## src/rtl/sobel_frame_ctrl.sv

```systemverilog
// sobel_frame_ctrl
//   Frame-level controller for the HLS Sobel accelerator (ap_ctrl_hs
//   handshake, 128-bit AXI-stream, PIX_CYCLE pixels per beat).
//   It validates a per-frame rows/cols request, drives the accelerator's
//   rows/cols/ap_start, and gates the upstream stream so that exactly
//   one frame of beats is passed. It counts beats on both gradient
//   outputs and reports done/error per frame.
//
// Optional feature macro: SOBEL_CTRL_WDOG_EN
//   When defined, a stall watchdog aborts a frame after WDOG_CYCLES-1
//   cycles without progress and pulses wdog_to. When undefined, there is
//   no counter and wdog_to is tied to 0.
//
// Ports
//   ap_clk, ap_rst_n        clock, asynchronous active-low reset
//   cfg_rows, cfg_cols      frame geometry offered with frame_req
//   frame_req               level request, sampled only in IDLE
//   frame_ack/done/err      1-cycle status pulses to the host sequencer
//   wdog_to                 1-cycle pulse with frame_done on a watchdog abort
//   busy                    high whenever the FSM is not in IDLE
//   s_t*                    upstream pixel stream (slave side)
//   acc_rows/cols/ap_*      accelerator control (ap_ctrl_hs)
//   acc_in_t*               accelerator input stream (master side)
//   acc_o1_t*, acc_o2_t*    monitored handshakes of the two output streams
//   o1_beats, o2_beats      output beat counts of the current or last frame
//   dbg_state               current FSM state (0 IDLE, 1 START, 2 RUN, 3 DONE)
//
// Handshake rule for every stream here: a beat transfers on a rising
// clock edge where tvalid and tready are both high. A source never
// withdraws a beat based on tready, and this block's tvalid never
// depends on its own tready.

module sobel_frame_ctrl #(
  parameter int PIX_CYCLE   = 16,
  parameter int DW          = 128,
  parameter int CNT_W       = 24,
  parameter int WDOG_CYCLES = 1048576
) (
  input  logic              ap_clk,
  input  logic              ap_rst_n,
  input  logic [31:0]       cfg_rows,
  input  logic [31:0]       cfg_cols,
  input  logic              frame_req,
  output logic              frame_ack,
  output logic              frame_done,
  output logic              frame_err,
  output logic              wdog_to,
  output logic              busy,
  input  logic [DW-1:0]     s_tdata,
  input  logic              s_tvalid,
  output logic              s_tready,
  output logic [31:0]       acc_rows,
  output logic [31:0]       acc_cols,
  output logic              acc_ap_start,
  input  logic              acc_ap_ready,
  input  logic              acc_ap_done,
  output logic [DW-1:0]     acc_in_tdata,
  output logic              acc_in_tvalid,
  input  logic              acc_in_tready,
  input  logic              acc_o1_tvalid,
  input  logic              acc_o1_tready,
  input  logic              acc_o2_tvalid,
  input  logic              acc_o2_tready,
  output logic [CNT_W-1:0]  o1_beats,
  output logic [CNT_W-1:0]  o2_beats,
  output logic [1:0]        dbg_state
);

  // Elaboration-time parameter sanity (the watchdog compares against
  // WDOG_CYCLES-1, and the beat math divides by PIX_CYCLE).
  if (WDOG_CYCLES < 2 || PIX_CYCLE < 1 || CNT_W > 63) begin : g_param_check
    $error("sobel_frame_ctrl: illegal parameter combination");
  end

  typedef enum logic [1:0] {
    S_IDLE  = 2'd0,
    S_START = 2'd1,
    S_RUN   = 2'd2,
    S_DONE  = 2'd3
  } state_t;

  state_t state_q, state_d;

  logic [31:0]      rows_q, rows_d;
  logic [31:0]      cols_q, cols_d;
  logic [CNT_W-1:0] exp_q, exp_d;
  logic [CNT_W-1:0] in_rem_q, in_rem_d;
  logic [CNT_W-1:0] o1_q, o1_d;
  logic [CNT_W-1:0] o2_q, o2_d;
  logic             done_seen_q, done_seen_d;
  logic             early_q, early_d;
  logic             ack_q, ack_d;
  logic             cfg_err_q, cfg_err_d;

  // Request decode: beats = rows * (cols / PIX_CYCLE), computed at full
  // width so the range check sees any overflow past CNT_W.
  logic [31:0] cols_div;
  logic [63:0] beats_full;
  logic        cfg_ok;

  always_comb begin
    cols_div   = cfg_cols / 32'(PIX_CYCLE);
    beats_full = {32'd0, cfg_rows} * {32'd0, cols_div};
    cfg_ok     = (cfg_rows != 32'd0) && (cfg_cols != 32'd0) &&
                 ((cfg_cols % 32'(PIX_CYCLE)) == 32'd0) &&
                 ((beats_full >> CNT_W) == 64'd0);
  end

  logic active;
  logic rem_nz;
  logic in_hs;
  logic o1_hs;
  logic o2_hs;
  logic wdog_hit;
  logic wdog_flag;

  assign active = (state_q == S_START) || (state_q == S_RUN);
  assign rem_nz = (in_rem_q != '0);
  assign in_hs  = acc_in_tvalid & acc_in_tready;
  assign o1_hs  = active & acc_o1_tvalid & acc_o1_tready;
  assign o2_hs  = active & acc_o2_tvalid & acc_o2_tready;

`ifdef SOBEL_CTRL_WDOG_EN
  localparam int WDOG_W = $clog2(WDOG_CYCLES) + 1;

  logic [WDOG_W-1:0] stall_q, stall_d;
  logic              wdog_q, wdog_d;

  // Any sign of forward progress restarts the stall window.
  always_comb begin
    stall_d = '0;
    if (active && !(acc_ap_ready || in_hs || o1_hs || o2_hs)) begin
      stall_d = stall_q + WDOG_W'(1);
    end
    wdog_d = wdog_q;
    if (state_q == S_IDLE && frame_req && cfg_ok) begin
      wdog_d = 1'b0;
    end else if (wdog_hit) begin
      wdog_d = 1'b1;
    end
  end

  always_ff @(posedge ap_clk or negedge ap_rst_n) begin
    if (!ap_rst_n) begin
      stall_q <= '0;
      wdog_q  <= 1'b0;
    end else begin
      stall_q <= stall_d;
      wdog_q  <= wdog_d;
    end
  end

  assign wdog_hit  = active && (stall_q == WDOG_W'(WDOG_CYCLES - 1));
  assign wdog_flag = wdog_q;
`else
  assign wdog_hit  = 1'b0;
  assign wdog_flag = 1'b0;
`endif

  // FSM: state register
  always_ff @(posedge ap_clk or negedge ap_rst_n) begin
    if (!ap_rst_n) begin
      state_q <= S_IDLE;
    end else begin
      state_q <= state_d;
    end
  end

  // FSM: next state. An accelerator done that arrives while input beats
  // are still owed ends the frame at once (flagged as an error later).
  always_comb begin
    state_d = state_q;
    case (state_q)
      S_IDLE: begin
        if (frame_req && cfg_ok) state_d = S_START;
      end
      S_START: begin
        if (wdog_hit)                    state_d = S_DONE;
        else if (acc_ap_done && rem_nz)  state_d = S_DONE;
        else if (acc_ap_ready)           state_d = S_RUN;
      end
      S_RUN: begin
        if (wdog_hit)                    state_d = S_DONE;
        else if (acc_ap_done && rem_nz)  state_d = S_DONE;
        else if ((done_seen_q || acc_ap_done) && !rem_nz) state_d = S_DONE;
      end
      S_DONE: begin
        state_d = S_IDLE;
      end
      default: state_d = S_IDLE;
    endcase
  end

  // FSM: outputs. ack_q is high only in the first START cycle, which
  // holds ap_start off for that cycle.
  always_comb begin
    busy          = (state_q != S_IDLE);
    acc_ap_start  = (state_q == S_START) && !ack_q && !wdog_hit;
    acc_in_tdata  = s_tdata;
    acc_in_tvalid = active && s_tvalid && rem_nz && !wdog_hit;
    s_tready      = active && acc_in_tready && rem_nz && !wdog_hit;
    frame_ack     = ack_q;
    frame_done    = (state_q == S_DONE);
    frame_err     = cfg_err_q ||
                    ((state_q == S_DONE) &&
                     ((o1_q != exp_q) || (o2_q != exp_q) || early_q || wdog_flag));
    wdog_to       = (state_q == S_DONE) && wdog_flag;
    acc_rows      = rows_q;
    acc_cols      = cols_q;
    o1_beats      = o1_q;
    o2_beats      = o2_q;
    dbg_state     = state_q;
  end

  // Datapath next state
  always_comb begin
    rows_d      = rows_q;
    cols_d      = cols_q;
    exp_d       = exp_q;
    in_rem_d    = in_rem_q;
    o1_d        = o1_q;
    o2_d        = o2_q;
    done_seen_d = done_seen_q;
    early_d     = early_q;
    ack_d       = 1'b0;
    cfg_err_d   = 1'b0;

    if (state_q == S_IDLE && frame_req) begin
      if (cfg_ok) begin
        rows_d      = cfg_rows;
        cols_d      = cfg_cols;
        exp_d       = beats_full[CNT_W-1:0];
        in_rem_d    = beats_full[CNT_W-1:0];
        o1_d        = '0;
        o2_d        = '0;
        done_seen_d = 1'b0;
        early_d     = 1'b0;
        ack_d       = 1'b1;
      end else begin
        cfg_err_d   = 1'b1;
      end
    end

    if (active) begin
      if (in_hs && rem_nz)           in_rem_d    = in_rem_q - CNT_W'(1);
      if (o1_hs && (o1_q != '1))     o1_d        = o1_q + CNT_W'(1);
      if (o2_hs && (o2_q != '1))     o2_d        = o2_q + CNT_W'(1);
      if (acc_ap_done)               done_seen_d = 1'b1;
      if (acc_ap_done && rem_nz)     early_d     = 1'b1;
    end
  end

  always_ff @(posedge ap_clk or negedge ap_rst_n) begin
    if (!ap_rst_n) begin
      rows_q      <= '0;
      cols_q      <= '0;
      exp_q       <= '0;
      in_rem_q    <= '0;
      o1_q        <= '0;
      o2_q        <= '0;
      done_seen_q <= 1'b0;
      early_q     <= 1'b0;
      ack_q       <= 1'b0;
      cfg_err_q   <= 1'b0;
    end else begin
      rows_q      <= rows_d;
      cols_q      <= cols_d;
      exp_q       <= exp_d;
      in_rem_q    <= in_rem_d;
      o1_q        <= o1_d;
      o2_q        <= o2_d;
      done_seen_q <= done_seen_d;
      early_q     <= early_d;
      ack_q       <= ack_d;
      cfg_err_q   <= cfg_err_d;
    end
  end

endmodule

```

## config.mk

```make
export PLATFORM = sky130hd
export DESIGN_NAME = sobel_frame_ctrl
export DESIGN_NICKNAME = d
export VERILOG_FILES = /design/src/rtl/sobel_frame_ctrl.sv
export SDC_FILE = /design/constraint.sdc
export NUM_CORES = 2
export LEC_CHECK = 0
export BUFFER_PORTS_ARGS = -buffer_cell sky130_fd_sc_hd__clkbuf_2
export CAP_MARGIN = 20
export CORE_ASPECT_RATIO = 0.75
export CORE_MARGIN = 4
export CORE_UTILIZATION = 30
export DETAILED_ROUTE_END_ITERATION = 10
export SYNTH_ARGS = -nofsm -noshare
export SYNTH_HDL_FRONTEND = slang
export SYNTH_SLANG_ARGS = --single-unit
export TNS_END_PERCENT = 30
```

## constraint.sdc

```tcl
create_clock -name ap_clk -period 7.3 [get_ports ap_clk]
set_clock_uncertainty 0.05 [all_clocks]
set_input_delay 1.46 -clock ap_clk [delete_from_list [all_inputs] [get_ports ap_clk]]
set_output_delay 1.46 -clock ap_clk [all_outputs]
set_load 0.05 [all_outputs]
```

==> impl_metrics.ini <==
[synth]
synth_nets = 5509
synthesis.instances = 4305
synth_top_area_share_pct = 39.8
ys_seq_elements = 166
async_reset_ff_share_pct = 100
ys_warn_count = 0
syn_area_mm2 = 0.0391
synth.most_common_cell = fa_1
seq_area_frac_synth_pct = 10.6
synth_flop_cell = dfrtp_1
synth_area_leader_cell = fa_1
synth_edf_count = 0
synth.distinct_cells = 97
yosys-top-cells-area = fa_1 (40%), dfrtp_1 (11%), and2_1 (7.3%)
synthTopCellsByCount = fa_1 (778), inv_1 (656), nand2_1 (586)
synth.avg_cell_area_um2 = 9.08

[timing]
rsz0062_at_grt = true
finalSetupViolCount = 166
max_freq_ghz = 0.111
worst_pin_slew_ns = 1.13
period_share_pct = 123
final_max_slew_viol_count = 0
hold_viol_final = 0
hold_slack_ns = 0.444
fin_ws_ns = -1.70
min_period_ns = 9.00
relSlewSlack_pct = 24.0

[worst_setup_path]
startpoint_type = primary input
arrival_ns = 9.32
worstSetupPathType = in2reg
critPathMostFrequentCell = fa_1
worstPathRequired_ns = 7.62
end_kind = flip-flop
crit_fanout = 7
crit_slowest_cell = or4_4
worstPathCellList = buf_4, buf_12, buf_8, nand2_1, fa_1, fa_1, fa_1, fa_1, fa_1, fa_1, fa_1, inv_1, ha_4, nand4_1, or4_4, or4_4, and4b_1, nor4_2, and4_1, and3_1, buf_6, nand2_8, clkbuf_16, mux2_1
cp_slowest_stage_delay_ns = 0.63

[grt]
grt_pass1_vias = 34100
grt_overflow_total = 0
grt_max_degree = 102
gr-usage-all-layers_pct = 19.6
grt_pass1_wl_um = 208000
antenna_found_initial = 3

[worst_hold_path]
hold_path_class = reg2reg

[detailed_routing]
drc = 0
via_per_inst = 5.05
num_vias = 33500
first_iter_violations = 3016
first_pass_iters = 6
ant_nets = 0
wirelength_um = 143000
wl_per_cell_um = 21.6

[place]
portBuffers = 195
place.gp.congestion = 0.966
hpwlAfterDp_um = 111000

[floorplanning]
rows = 114
fp.dieArea_mm2 = 0.136
die_w_um = 425
core_mm2 = 0.129
start_util_pct = 30.3
die_y_um = 321
ios = 453

[cts]
clk_path_buf_depth = 2
clockRootBuffer = clkbuf_16
cts.sinks = 166
tritoncts = built
clock_latency_ns = 0.50
cts_made_buffers = 17
cts_hold_buf = 0
clk_pin_slew_worst_paths_ns = 0.07
htree_levels = 4

[outcome]
violations = negative setup slack
outcome = finished with violations

[finish]
fin_util_pct = 38.6
fillers = 12800
area_delta_synth_final_pct = 27.6
drive_above_1_share_pct = 26.8
multiInputGateArea_mm2 = 0.0320
nNetsFinal = 6068
seq_area_mm2 = 0.00415

[run]
drv_cap = 0
==> state kept, by name, indices dropped and copies added (netlist names) <==
signal	count
cfg_err_q	1
frame_ack	1
dbg_state	2
in_rem_q	24
acc_rows	32
acc_cols	32
done_seen_q	1
o2_beats	24
o1_beats	24
early_q	1
exp_q	24
==> kinds of logic after synthesis <==
family / Yosys count / synth area share [%]
DFF: 166 / 10.6
adders and majority gates: 1001 / 47.0
muxes: 91 / 2.59
other: 1 / 0.00959
and+or+nand+nor: 1476 / 19.1
xor gates and xnor gates: 49 / 1.10
buffers and inverters: 1043 / 11.4
AOI/OAI and AO/OA: 478 / 8.23
==> repair_timing <==
action,4_1_cts,5_1_grt
setup buffers,3,56
setup endpoints to repair,166,166
pin swaps,13,134
resized for setup,71,317
gates cloned,1,30
==> final cells by class <==
cell class | count | share of cell area [%]
Clock buffer | 17 | 0.853
Multi-Input combinational cell | 3097 | 64.2
Antenna cell | 5 | 0.0251
Clock inverter | 15 | 0.444
Timing Repair Buffer | 926 | 16.9
Sequential cell | 166 | 8.33
Inverter | 656 | 4.94
Tap cell | 1740 | 4.36
==> path summary, 6_finish.rpt <==
kind                              startpoint      endpoint  slack (ns)  depth (start not counted)
worst max register to register  in_rem_q[16]  in_rem_q[23]        3.28                         11
worst min-delay path            acc_rows[22]  acc_rows[22]        0.44                          1
max in group asynchronous           ap_rst_n  in_rem_q[20]        4.69                          2
worst min register to register  acc_rows[22]  acc_rows[22]        0.44                          1
worst max-delay path            cfg_cols[23]  acc_rows[22]       -1.70                         24
min in group asynchronous           ap_rst_n   acc_cols[1]        1.01                          1
==> through the flow <==
step	instance area [um2]	TNS [ns]	std cells	setup WS (ns)
floorplan	39800	-231.99	4305	-1.65
global placement	46400	-408.89	6496	-2.58
detailed placement	46400	-405.25	6496	-2.59
CTS	47400	-250.85	6532	-1.62
global route	49900	-286.68	6617	-1.85
finish	49900	-259.19	6622	-1.70
==> per-layer routing <==
metal / vias up / part of all wire (%) / track usage, % / wire [um]
met5: - / 0 / 0 / 0
met4: 0 / 2.7 / 4.64 / 3810
met3: 181 / 11 / 4.89 / 15500
met2: 1597 / 43 / 29.3 / 61800
met1: 17100 / 43 / 28.4 / 62200
li1: 14600 / - / - / -
==> critical path, delay by kind of cell <==
family,cells,cell delay [ns]
fa+ha+maj,8,3.99
buf+inv,6,0.88
mux,1,0.31
simple gates,9,2.62
==> cells in the final DEF, fill, tap and decap left out, drive strengths merged, types with 11 or more instances in the layout <==
cell type and count:
o21a 35, nor4 41, fa 778, o22ai 17
a2111oi 11, inv 664, a21oi 139, nor3 54
a21o 26, and2 456, clkbuf 220, or3 26
xnor2 27, and3 46, nor2 107, mux2i 11
nand3 52, o211ai 13, dfrtp 166, or2 11
or4 13, buf 723, o21ai 91, xor2 22
mux2 80, nand2 587, o31ai 11, ha 223
nand4 46, a31oi 24, a211oi 14
Power is not shown: default switching activity piles up to over one toggle a cycle in this logic, so the estimate is an artifact.
